--- src/rtl/bullet_ctrl.sv ---
// Bullet slot manager for two shooters: fire arbitration, per-frame motion, retire/kill,
// and a registered per-pixel sprite lookup feeding the bullet ROM.

module bullet_slot #(
   parameter int X_W   = 10,
   parameter int Y_W   = 10,
   parameter int SPEED = 4,
   parameter int Y_MAX = 479
) (
   input  logic           clk,
   input  logic           rst,
   input  logic           alloc,
   input  logic           own_in,
   input  logic [X_W-1:0] x_in,
   input  logic [Y_W-1:0] y_in,
   input  logic           kill,
   input  logic           tick,
   input  logic [X_W-1:0] pix_x,
   input  logic [Y_W-1:0] pix_y,
   output logic           act,
   output logic           own,
   output logic           hit,
   output logic [2:0]     dx,
   output logic [2:0]     dy
);
   localparam logic [Y_W:0]   SPD  = (Y_W+1)'(SPEED);
   localparam logic [Y_W:0]   LIM  = (Y_W+1)'(Y_MAX - 5);
   localparam logic [X_W-1:0] X5   = X_W'(5);
   localparam logic [Y_W-1:0] Y5   = Y_W'(5);

   logic [X_W-1:0] x;
   logic [Y_W-1:0] y;
   logic [Y_W:0]   y_up;
   logic [X_W-1:0] ox;
   logic [Y_W-1:0] oy;

   assign y_up = {1'b0, y} + SPD;

   always_ff @(posedge clk) begin
      if (rst) begin
         act <= 1'b0;
         own <= 1'b0;
         x   <= '0;
         y   <= '0;
      end else if (alloc) begin
         act <= 1'b1;
         own <= own_in;
         x   <= x_in;
         y   <= y_in;
      end else if (act && kill) begin
         act <= 1'b0;
      end else if (act && tick) begin
         // owner 0 travels up the screen, owner 1 down; leaving the visible area retires
         if (!own) begin
            if ({1'b0, y} < SPD) act <= 1'b0;
            else                 y   <= y - SPD[Y_W-1:0];
         end else begin
            if (y_up > LIM) act <= 1'b0;
            else            y   <= y_up[Y_W-1:0];
         end
      end
   end

   // modular subtract: a pixel left of/above the sprite wraps large and never hits
   assign ox  = pix_x - x;
   assign oy  = pix_y - y;
   assign hit = act && (ox <= X5) && (oy <= Y5);
   assign dx  = ox[2:0];
   assign dy  = oy[2:0];
endmodule

module bullet_ctrl #(
   parameter int N_BUL = 4,
   parameter int X_W   = 10,
   parameter int Y_W   = 10,
   parameter int SPEED = 4,
   parameter int Y_MAX = 479
) (
   input  logic             clk,
   input  logic             rst,
   input  logic             frame_tick,
   input  logic [1:0]       fire_req,
   input  logic [X_W-1:0]   fire_x0,
   input  logic [Y_W-1:0]   fire_y0,
   input  logic [X_W-1:0]   fire_x1,
   input  logic [Y_W-1:0]   fire_y1,
   output logic [1:0]       fire_ack,
   input  logic [N_BUL-1:0] kill,
   input  logic [X_W-1:0]   pix_x,
   input  logic [Y_W-1:0]   pix_y,
   output logic [2:0]       spr_x,
   output logic [2:0]       spr_y,
   output logic             spr_en,
   output logic             spr_owner,
   output logic [N_BUL-1:0] active
);
   logic [N_BUL-1:0]      hit, own, free, alloc_oh, alloc;
   logic [N_BUL-1:0][2:0] dxs, dys;
   logic [1:0]            elig, gnt;
   logic                  rr;
   logic [X_W-1:0]        nx;
   logic [Y_W-1:0]        ny;
   logic                  en_d, so_d;
   logic [2:0]            sx_d, sy_d;

   always_comb begin
      elig     = fire_req & ~fire_ack;
      free     = ~active;
      alloc_oh = free & (~free + N_BUL'(1));
      gnt      = 2'b00;
      if (|free) begin
         if (elig == 2'b11) gnt = rr ? 2'b10 : 2'b01;
         else               gnt = elig;
      end
      alloc = (|gnt) ? alloc_oh : '0;
      nx    = gnt[1] ? fire_x1 : fire_x0;
      ny    = gnt[1] ? fire_y1 : fire_y0;
      en_d  = 1'b0;
      so_d  = 1'b0;
      sx_d  = 3'd0;
      sy_d  = 3'd0;
      for (int k = N_BUL-1; k >= 0; k--) begin
         if (hit[k]) begin
            en_d = 1'b1;
            so_d = own[k];
            sx_d = dxs[k];
            sy_d = dys[k];
         end
      end
   end

   always_ff @(posedge clk) begin
      if (rst) begin
         fire_ack  <= 2'b00;
         rr        <= 1'b0;
         spr_en    <= 1'b0;
         spr_owner <= 1'b0;
         spr_x     <= 3'd0;
         spr_y     <= 3'd0;
      end else begin
         fire_ack <= gnt;
         // pointer names the shooter that wins the next tie: the one not just served
         if (|gnt) rr <= gnt[0];
         spr_en    <= en_d;
         spr_owner <= so_d;
         spr_x     <= sx_d;
         spr_y     <= sy_d;
      end
   end

   for (genvar g = 0; g < N_BUL; g++) begin : g_slot
      bullet_slot #(.X_W(X_W), .Y_W(Y_W), .SPEED(SPEED), .Y_MAX(Y_MAX)) u_slot (
         .clk    (clk),
         .rst    (rst),
         .alloc  (alloc[g]),
         .own_in (gnt[1]),
         .x_in   (nx),
         .y_in   (ny),
         .kill   (kill[g]),
         .tick   (frame_tick),
         .pix_x  (pix_x),
         .pix_y  (pix_y),
         .act    (active[g]),
         .own    (own[g]),
         .hit    (hit[g]),
         .dx     (dxs[g]),
         .dy     (dys[g])
      );
   end
endmodule

--- config.mk ---
export PLATFORM = sky130hd
export DESIGN_NAME = bullet_ctrl
export DESIGN_NICKNAME = d
export VERILOG_FILES = /design/src/rtl/bullet_ctrl.sv
export SDC_FILE = /design/constraint.sdc
export NUM_CORES = 1
export LEC_CHECK = 0
export BUFFER_PORTS_ARGS = -buffer_cell sky130_fd_sc_hd__buf_2
export CORE_ASPECT_RATIO = 1.1
export CORE_MARGIN = 2
export CORE_UTILIZATION = 60
export CTS_CLUSTER_DIAMETER = 120
export DETAILED_ROUTE_END_ITERATION = 8
export PLACE_DENSITY = 0.82
export RECOVER_POWER = 50
export SYNTH_ARGS = -nofsm -noshare
export SYNTH_HDL_FRONTEND = slang
export SYNTH_SLANG_ARGS = --single-unit
--- constraint.sdc ---
create_clock -name clk -period 7.8 [get_ports clk]
set_input_delay 0.78 -clock clk [delete_from_list [all_inputs] [get_ports clk]]
set_output_delay 0.78 -clock clk [all_outputs]
set_load 0.02 [all_outputs]
Word level (Yosys, flattened, before mapping)
Cells that the tools add are included.

Flip-flop bits (word level): 99. Memories: 0. Bits in latches: 0. RAM bits: 0. Logic and storage cells: 185. Output and inout port bits: 14. Bits in read-only memories: 0. Input port bits: 69.

Divide/modulo/power cells: 0. Multiplexer cells: 70. Multipliers: 0. Shift operators: 0. Reduce and logical (&&, ||, !) cells: 38. Equal/unequal tests: 17. Bitwise operators: 5. $lt $le $gt $ge: 16. $add $sub $neg: 17.

Operators with widths (number): 10-bit two-way mux (26); 10-bit by 3-bit less-or-equal comparator with 1-bit output (second input constant) (8); 10-bit subtractor (8); 10-bit by 3-bit adder with 11-bit output (second input constant) (4); 11-bit by 9-bit greater-than comparator with 1-bit output (second input constant) (4); 10-bit by 3-bit < comparator with 1-bit output (second input constant) (4); 10-bit by 3-bit subtractor with 10-bit output (second input constant) (4); 1-bit two-way mux (32); 3-bit two-way mux (8); 1-bit logical AND (16); 4-bit != test (second input constant) (4); 4-bit AND reduction (4); 4-bit nonzero test (4); 3-bit by 2-bit != test with 1-bit output (second input constant) (4); 3-bit != test (second input constant) (4); 3-bit AND reduction (4); 3-bit nonzero test (4); 2-bit != test (second input constant) (4); 4-bit inverter (2); 2-bit nonzero test (4); 2-bit two-way mux (3); 4-bit by 1-bit adder with 4-bit output (second input constant) (1); 4-bit bitwise AND (1); 4-bit two-way mux (1); 5 further kinds (5).

Depth between registers and ports, before layout
Gate-level depths: netlist of run 1.

Depth in word-level cells: 9. Gate-level depth with buffers: 13. Mapped depth without buffers: 13.

Hierarchy
Synthesis of run 1 repeated with hierarchy kept, for this count alone.

Cells, all modules: 1210. Area total of the unflattened synthesis: 9630.5 sq um.

By module, submodules not included: bullet_slot at g_slot[0].u_slot ... (instances 2, area an instance 2145.8 sq um, seq. area each 440.4 sq um, cells an instance 276); bullet_slot at g_slot[3].u_slot (instances 1, area an instance 2225.9 sq um, seq. area each 440.4 sq um, cells an instance 290); bullet_slot at g_slot[1].u_slot (instances 1, area an instance 2194.6 sq um, seq. area each 440.4 sq um, cells an instance 279); bullet_ctrl (instances 1, area an instance 918.4 sq um, seq. area each 220.2 sq um, cells an instance 89).

Least setup slack after synthesis of run 1
OpenSTA, ideal clock, no wires.

Path kind: input to register. Start point: input port pix_y[0]. End point: register spr_owner. Cell stages on the path: 13. Path slack: 4.130 ns. Data arrival time: 3.526 ns. Path buffers: 0. Data required time: 7.656 ns. Library setup time: 0.144 ns. Cells stage by stage: inv_1 > ha_1 > inv_1 > fa_1 > xor2_1 > a221oi_1 > o211ai_1 > nor4_1 > o2111ai_1 > a211o_1 > nor4_4 > mux2i_1 > o221ai_1.

Cells in the longest elaborated chain, start to end: 7. Elaborated cells between the ends (all ways): 16. Classes of those cells: 4 x add/sub; 4 x order compare; 4 x mux; 4 x reduce/logical.

RTL lines: start: declaration (RTL line 90) `input logic [Y_W-1:0] pix_y,`; 10-bit subtractor (RTL line 66) `assign oy = pix_y - y;`; 10-bit by 3-bit less-or-equal comparator with 1-bit output (RTL line 67) `assign hit = act && (ox <= X5) && (oy <= Y5);`; 1-bit logical AND (RTL line 67); 1-bit two-way mux (3 in series) (RTL line 123) `if (hit[k]) begin`; 1-bit two-way mux * (RTL line 123); end signal: assignment (RTL line 137) `spr_owner <= 1'b0;`; end signal: assignment (RTL line 145) `spr_owner <= so_d;`; end: declaration (RTL line 94) `output logic spr_owner,`.

Mark *: on every way between the ends. The rest lies on a longest branch, timed or not. A chain may end at the register's enable or synchronous reset.

Worst setup path in the final report of run 1
Start point: input port pix_x[0]. End point: register spr_x[1].

Cells in the longest elaborated chain, start to end: 8. Elaborated cells between the ends (all ways): 20. Classes of those cells: 4 x add/sub; 4 x order compare; 4 x mux; 8 x reduce/logical.

RTL lines: start: declaration (RTL line 89) `input logic [X_W-1:0] pix_x,`; 10-bit subtractor (RTL line 65) `assign ox = pix_x - x;`; 10-bit by 3-bit less-or-equal comparator with 1-bit output (RTL line 67); 1-bit logical AND (2 in series) (RTL line 67); 3-bit two-way mux (3 in series) (RTL line 123); 3-bit two-way mux * (RTL line 123); end signal: assignment (RTL line 138) `spr_x <= 3'd0;`; end signal: assignment (RTL line 146) `spr_x <= sx_d;`; end: declaration (RTL line 91) `output logic [2:0] spr_x,`.

Marked as above.

==> summary.txt, run 1 <==
Worst setup path
  – Startpoint class of the critical path: input port
  – Cell depth of the worst flop-to-flop path: 7
  – CP bufs+invs: 3
  – Critical path class: input port to flip-flop
  – Critical path, cell by cell: buf_2 -> inv_1 -> ha_1 -> inv_1 -> fa_1 -> a211oi_1 -> nor2_1 -> o221ai_1 -> o311ai_1 -> a22o_1 -> nand4_1 -> nor4bb_1 -> a22oi_1 -> o21ai_1
  – Top delay family on crit path: compound AO/OA/AOI/OAI gates
  – CP required: 8.08 ns
  – Worst path depth: 14
  – Worst-path fanout max: 7
  – Critical Path End Type: flip-flop
  – Crit path max-delay cell type: nor4bb_1
  – Crit path largest cell delay: 0.98 ns
  – Most used cell, CP: inv_1
  – Crit path DAT: 4.33 ns

Worst hold path
  – Hold WC Path Type: flip-flop to flip-flop
  – Hold depth: 2

Floorplanning
  – Core Area: 15000 um^2
  – IO Pins: 83
  – Die ar.: 16320 um^2
  – Cell Rows: 47
  – Initial Util: 61.25%
  – DIE HEIGHT: 133.8 um
  – Chip width: 122.0 um

Timing
  – Worst rel slew slack: -54.03%
  – Slew @ Worst Pin: 2.311 ns
  – RSZ-0062 raised after global routing: false
  – Slew Viols, Final: 96
  – Final min period: 4.043 ns
  – Hold Vio Cnt, Final: 0
  – Max frequency: 247.4 MHz
  – Final setup fails: 0
  – Setup_tns: 0 ns
  – Clock skew: 0.007135 ns
  – Final Cycle Share: 51.83%

Pwr
  – Worst vdd ir: 98.96 uV
  – Static Leak: 3.793 nW
  – Pwr Density: 165.1 nW/um^2

Status
  – Failing checks: capacitance limit, slew limit
  – Status: finished, violations left

Clock tree
  – CTS tree: done
  – Htree depth: 3
  – CTS Buffer Depth: 2
  – Setup Buffers After CTS: 0
  – CTS Buf Count: 9
  – Worst-Skew Late Latency: 0.36 ns
  – Post_cts resized: 0
  – Clk sink count: 99
  – CTS clk-pin slew, worst paths: 0.07 ns
  – Root Buffer: clkbuf_16
  – CTS Hold Bufs: 0

Logic synthesis
  – Yosys warnings: 0
  – Avg Inst Size Synth: 7.706 um^2
  – Synthesized Nets: 1353
  – Cells after Synth: 1192
  – Post-synthesis compound-gate area fraction: 27.24%
  – Yosys cell types: 81
  – Synth Register Bits: 99
  – Netlist Area Pre-Place: 9185 um^2
  – Async SR Flop Fraction: 0%
  – Post-synthesis simple-gate area fraction: 21.02%
  – Mux contribution to synthesized area: 4.495%
  – Post-synth EDFFs: 0
  – Largest family of logic cells by synthesized area: compound AO/OA/AOI/OAI gates
  – Sequential share of the synthesized area: 21.58%
  – Post-Synth XOR/XNOR Area: 5.626%
  – Primary FF master, synth: dfxtp_1
  – Post-Synth Adder-Cell Area: 13.19%

Drt
  – Number of remaining DRC errors: 0
  – DRT Pass-1 Iters: 5
  – Iteration-0 DRC Markers: 890
  – DR vias/cell: 6.438
  – Post-DRT Antenna Nets: 0
  – Via count: 9239
  – Routed WL per cell: 18.77 um
  – Wirelength, routed: 26930 um

Global routing
  – GRT overflow: 0
  – GRT Overall Usage: 33.57%
  – First-pass GRT wire length: 42910 um
  – GRT busiest layer: met2
  – Vias in the first global route: 8481
  – Largest net degree at the start of global routing: 50
  – Initial antenna violation count: 0
  – M3 GR Usage: 6.336%
  – Met1 usage: 43.84%
  – Met2 Usage GRT: 52.39%

Place
  – GP Congestion: 0.9677
  – Detailed placement HPWL: 21050 um
  – # port buffers: 82

Layout
  – Layout filler cell count: 1322
  – Commonest non-fill, non-tap cells in the layout: 147 x nor2_1, 104 x inv_1, 99 x dfxtp_1
  – Reg area: 1982 um^2
  – Share of cells above drive strength 1: 8.959%
  – Ant. Diodes: 0
  – Nets@finish: 1395
  – Finished Core Util: 66.14%
  – Commonest non-fill, non-tap cell in the layout: nor2_1
  – Multi-input gate area: 6584 um^2
  – Area Overhead vs Synth: 7.983%

Job
  – Max-cap violations: 2
==> sequential cells by signal (all words and copies together) (netlist names), 2 cells and up <==
name and cells:
g_slot.u_slot.own 4, g_slot.u_slot.act 4, spr_x 3, g_slot.u_slot.x 40, g_slot.u_slot.y 40, fire_ack 2, spr_y 3
==> layer usage <==
layer  wire [um]  part of all wire (%)
met3        2353                   8.7
met5           0                     0
met2       12080                    45
met4        1186                   4.4
met1       11310                    42
==> power breakdown <==
group	switching (mW)	total (mW)	leakage [nW]	internal (mW)
clock network	0.209	0.468	0.146	0.259
logic	0.350	0.588	2.84	0.237
registers	0.0433	0.582	0.806	0.538
==> tightest hold or removal path, delay by kind of cell, from the launching register on <==
kind | cells | cell delay, ns
flops | 1 | 0.32
simple gates | 1 | 0.06
compound gates | 1 | 0.05
==> synth_stat cells (9+ instances only) <==
cell type | n | area, um^2
nor2_1 | 149 | 559.3
inv_1 | 104 | 390.4
dfxtp_1 | 99 | 1982
ha_1 | 84 | 1051
a211oi_1 | 69 | 518.0
a21oi_1 | 60 | 300.3
nand2_1 | 56 | 210.2
o21ai_0 | 48 | 240.2
clkbuf_1 | 41 | 153.9
xnor2_1 | 33 | 289.0
mux2i_1 | 30 | 300.3
xor2_1 | 26 | 227.7
nor2b_1 | 24 | 150.1
nor3_1 | 23 | 115.1
a21o_1 | 20 | 150.1
nand2b_1 | 20 | 125.1
nand3_1 | 19 | 95.09
nand4_1 | 18 | 112.6
a311oi_1 | 14 | 122.6
a221oi_1 | 13 | 113.9
nor4_1 | 13 | 81.33
or3_1 | 13 | 81.33
a31oi_1 | 12 | 75.07
o211ai_1 | 12 | 90.09
and3_1 | 11 | 68.82
mux2_2 | 10 | 112.6
o2111ai_1 | 9 | 78.83
==> metrics by stage <==
step	setup WS (ns)	cells	cell area, um^2	power, mW	hold WS [ns]
after floorplan	4.130	1192	9185	1.010	0.4500
after global placement	3.626	1419	9644	1.155	0.4667
after detailed placement	3.538	1419	9644	1.163	0.4663
after CTS	3.832	1435	9947	1.628	0.4756
after global routing	3.502	1435	9918	1.722	0.5046
final	3.757	1435	9918	1.637	0.4792
==> area by class of cell <==
type	count	share of cell area, %
tap	196	2.473
clock buffer	11	2.447
sequential	99	19.98
inverter	106	4.012
clock inverter	5	0.6055
multi-input combinational	933	66.38
timing repair buffer	85	4.100
==> final timing paths <==
| path | slack, ns | start | to |
|---|---|---|---|
| hold / removal | 0.48 | g_slot[3].u_slot.y[8] | g_slot[3].u_slot.y[8] |
| setup reg to reg | 3.99 | g_slot[0].u_slot.act | g_slot[0].u_slot.y[2] |
| setup / recovery | 3.76 | pix_x[0] | spr_x[1] |
| hold reg to reg | 0.48 | g_slot[3].u_slot.y[8] | g_slot[3].u_slot.y[8] |
==> cell families (layout without fill, tap and decap cells) <==
kind of cell             count (synthesis)  in the layout
buffers and inverters                  160            207
adder cells (fa/ha/maj)                 92             92
AO/OA/AOI/OAI                          353            353
flip-flops                              99             99
AND/OR/NAND/NOR                        389            389
XOR/XNOR                                59             59
multiplexers                            40             40
Power figures use the tool's default switching activity.
==> run 2, diff against run 1 <==
- ABC_AREA: not set -> 1
- CORE_UTILIZATION: 60 -> 56
- PLACE_DENSITY: 0.82 -> 0.8
- clock period: 7.8 -> 3.4 ns (I/O delays scaled with it)
==> run 2 against run 1 <==
The flow now finishes without violations. Flip-flop and latch count is the same. Via count up 9.7%. Clock skew is 0.0038 ns higher. Utilization shrank 4.5 points. Worst setup slack lost 3.4 ns. Final cell count increased by 26%. Combinational power rose to 2.9 times the previous value. Synthesized cell count is 26% higher. Sequential power is 130% higher. Global-route usage fell by 3.1 points. Critical path depth fell by 2. Largest cell class unchanged. Largest power group unchanged. Highest routed layer unchanged.
==> summary.txt, run 2 <==
Status
  – Status: completed

Floorplanning
  – DIE HEIGHT: 142.4 um (+6.5%)
  – Die ar.: 18490 um^2 (+13%)
  – Chip width: 129.8 um (+6.4%)
  – IO Pins: 83 (unchanged)
  – Initial Util: 57.32% (-3.9 points)
  – Cell Rows: 50 (+6.4%)
  – Core Area: 17020 um^2 (+13%)

Global routing
  – Met2 Usage GRT: 49.96% (-2.4 points)
  – M3 GR Usage: 3.872% (-2.5 points)
  – Met1 usage: 39.66% (-4.2 points)
  – Vias in the first global route: 9085 (+7.1%)
  – GRT overflow: 0 (unchanged)
  – Largest net degree at the start of global routing: 78 (+56%)
  – GRT Overall Usage: 30.49% (-3.1 points)
  – First-pass GRT wire length: 44540 um (+3.8%)
  – GRT busiest layer: met2
  – Initial antenna violation count: 0 (unchanged)

Clock tree
  – CTS Hold Bufs: 0 (unchanged)
  – Root Buffer: clkbuf_16
  – Post_cts resized: 0 (unchanged)
  – Clk sink count: 99 (unchanged)
  – Setup Buffers After CTS: 0 (unchanged)
  – CTS Buf Count: 9 (unchanged)
  – CTS clk-pin slew, worst paths: 0.08 ns (about the same)
  – Worst-Skew Late Latency: 0.36 ns (about the same)
  – CTS tree: done
  – Htree depth: 3 (unchanged)
  – CTS Buffer Depth: 2 (unchanged)

Logic synthesis
  – Mux contribution to synthesized area: 0.7183% (-3.8 points)
  – Largest family of logic cells by synthesized area: simple AND/OR/NAND/NOR gates
  – Post-synthesis simple-gate area fraction: 31.02% (+10 points)
  – Top cells by area, synth: dfxtp_1 20%, nand2_1 13%, ha_1 11%
  – Netlist Area Pre-Place: 9754 um^2 (+6.2%)
  – Synth Register Bits: 99 (unchanged)
  – Post-Synth XOR/XNOR Area: 5.670% (+0.044 points)
  – Yosys warnings: 0 (unchanged)
  – Area leader, netlist: dfxtp_1
  – Yosys cell types: 55 (-32%)
  – Area share of the largest cell type after synthesis: 20.32% (-1.3 points)
  – Primary FF master, synth: dfxtp_1
  – Post-Synth Adder-Cell Area: 12.42% (-0.77 points)
  – Most common cell in the synthesized netlist: nand2_1
  – Post-synth EDFFs: 0 (unchanged)
  – Async SR Flop Fraction: 0% (unchanged)
  – Post-synthesis compound-gate area fraction: 18.95% (-8.3 points)
  – Synthesized Nets: 1668 (+23%)
  – Synth cell count leaders: 331 x nand2_1, 196 x inv_1, 122 x a21oi_1, 119 x o21ai_0, 113 x nor2_1
  – Cells after Synth: 1507 (+26%)
  – Avg Inst Size Synth: 6.473 um^2 (-16%)
  – Sequential share of the synthesized area: 20.32% (-1.3 points)

Drt
  – Number of remaining DRC errors: 0 (unchanged)
  – Via count: 10130 (+9.7%)
  – DR vias/cell: 5.622 (-13%)
  – Routed WL per cell: 15.62 um (-17%)
  – DRT Pass-1 Iters: 6 (+1)
  – Iteration-0 DRC Markers: 1036 (+16%)
  – Post-DRT Antenna Nets: 0 (unchanged)
  – Wirelength, routed: 28140 um (+4.5%)

Worst setup path
  – Critical path class: flip-flop to flip-flop
  – CP required: 3.63 ns (-4.45 ns)
  – Crit path largest cell delay: 0.57 ns (-0.41 ns)
  – Startpoint class of the critical path: flip-flop
  – Worst-path fanout max: 13 (+6)
  – Critical path, cell by cell: nand2_1 -> nor2_1 -> nand2_2 -> nand2_1 -> inv_1 -> or2_1 -> o21ai_0 -> inv_1 -> nand2_1 -> o21ai_0 -> o21ai_0 -> a21oi_1
  – Crit path max-delay cell type: dfxtp_1
  – Crit path DAT: 3.30 ns (-1.03 ns)
  – R2R Setup Slk: 0.32 ns (-3.67 ns)
  – Critical Path End Type: flip-flop

Job
  – Max-cap violations: 0 (-2)

Pwr
  – Seq pwr share: 33.2% (-2.3 points)
  – Int Pwr: 2.356 mW (+130%)
  – Clock power frac: 24.5% (-4.1 points)
  – Psw: 1.667 mW (+180%)
  – Pwr Density: 383.7 nW/um^2 (+130%)
  – Combinational power share: 42.3% (+6.4 points)
  – Worst vdd ir: 280.1 uV (+180%)
  – Switching part of the total: 41.44% (+4.6 points)
  – Static Leak: 4.876 nW (+29%)

Layout
  – Biggest regs: g_slot.u_slot.x: 40 flops, g_slot.u_slot.y: 40 flops
  – Area Overhead vs Synth: 7.478%
  – Commonest non-fill, non-tap cell in the layout: nand2_1
  – Nets@finish: 1724 (+24%)
  – Ant. Diodes: 0 (unchanged)
  – Finished Core Util: 61.61% (-4.5 points)
  – Share of cells above drive strength 1: 9.630% (+0.67 points)
  – Commonest non-fill, non-tap cells in the layout: 335 x nand2_1, 197 x inv_1, 122 x a21oi_1

Timing
  – Max frequency: 325.1 MHz
  – Final min period: 3.076 ns
  – Worst rel slew slack: 39.53% (+94 points)
  – Hold Vio Cnt, Final: 0 (unchanged)
  – Slew @ Worst Pin: 0.8818 ns (-1.429 ns)
  – Slew Viols, Final: 0 (-100%)
  – Final setup fails: 0 (unchanged)
  – Fin Hold WS: 0.2469 ns (-0.2322 ns)
  – Setup_tns: 0 ns (unchanged)
  – RSZ-0062 raised after global routing: false
  – Final Cycle Share: 90.46%
  – Clock skew: 0.01096 ns (+0.003821 ns)

Place
  – Detailed placement HPWL: 22260 um (+5.7%)
  – # port buffers: 82 (unchanged)
  – GP Congestion: 1.030 (+6.5%)

Worst hold path
  – Hold WC Path Type: input port to flip-flop
## run 2: through the flow
| step | power [mW] | cells | worst slack, ns | cell area [um^2] |
|---|---|---|---|---|
| after floorplan | 2.631 | 1507 | 0.9481 | 9754 |
| after global placement | 2.992 | 1786 | 0.4863 | 10260 |
| after detailed placement | 3.021 | 1786 | 0.3725 | 10260 |
| after CTS | 4.000 | 1802 | 0.6008 | 10530 |
| after global routing | 4.294 | 1802 | 0.1523 | 10480 |
| final | 4.023 | 1802 | 0.3244 | 10480 |
## run 2: worst max-delay path, delay by kind of cell, from the launching register on
family	cells	cell delay [ns]
AOI/OAI and AO/OA	4	0.62
buffers and inverters	2	0.56
DFF	1	0.57
and+or+nand+nor	6	1.18
## run 2: path summary, 6_finish.rpt
check,startpoint,endpoint,cells after the start
worst min register to register,g_slot[2].u_slot.x[7],g_slot[2].u_slot.x[7],2
worst min-delay path,kill[1],g_slot[1].u_slot.act,3
worst max register to register,g_slot[1].u_slot.act,g_slot[3].u_slot.y[3],12
worst max-delay path,g_slot[1].u_slot.act,g_slot[3].u_slot.y[3],12
## run 2: layout make-up
| type | instances | area (um^2) |
|---|---|---|
| clock buffers | 11 | 232.7 |
| clock inverters | 5 | 38.79 |
| fillers | 1673 | 6533 |
| inverters | 206 | 775.7 |
| multi-input cells | 1153 | 6683 |
| flip-flops and latches | 99 | 1982 |
| well taps | 234 | 292.8 |
| repair buffers | 94 | 479.2 |
## run 2: power by group through the flow
stage,clock network (mW),registers (mW),logic (mW)
2_1_floorplan,0,1.32,1.31
3_3_place_gp,0,1.36,1.64
3_5_place_dp,0,1.36,1.66
4_1_cts,0.990,1.33,1.68
5_1_grt,1.05,1.35,1.90
6_report,0.985,1.34,1.70
## run 2: cells by family (layout without fill, tap and decap cells)
family,count (synthesis),after routing
AND/OR/NAND/NOR,667,667
AO/OA/AOI/OAI,326,326
buffers and inverters,255,316
flip-flops,99,99
adder cells (fa/ha/maj),92,92
XOR/XNOR,61,61
multiplexers,7,7
## run 2: layer usage
layer  routed length (um)  up-vias  share of wire (%)
met4                 1198        0                4.3
met3                 2228       67                7.9
met5                    0        -                  0
met2                12620      451                 45
li1                     -     5142                  -
met1                12100     4471                 43
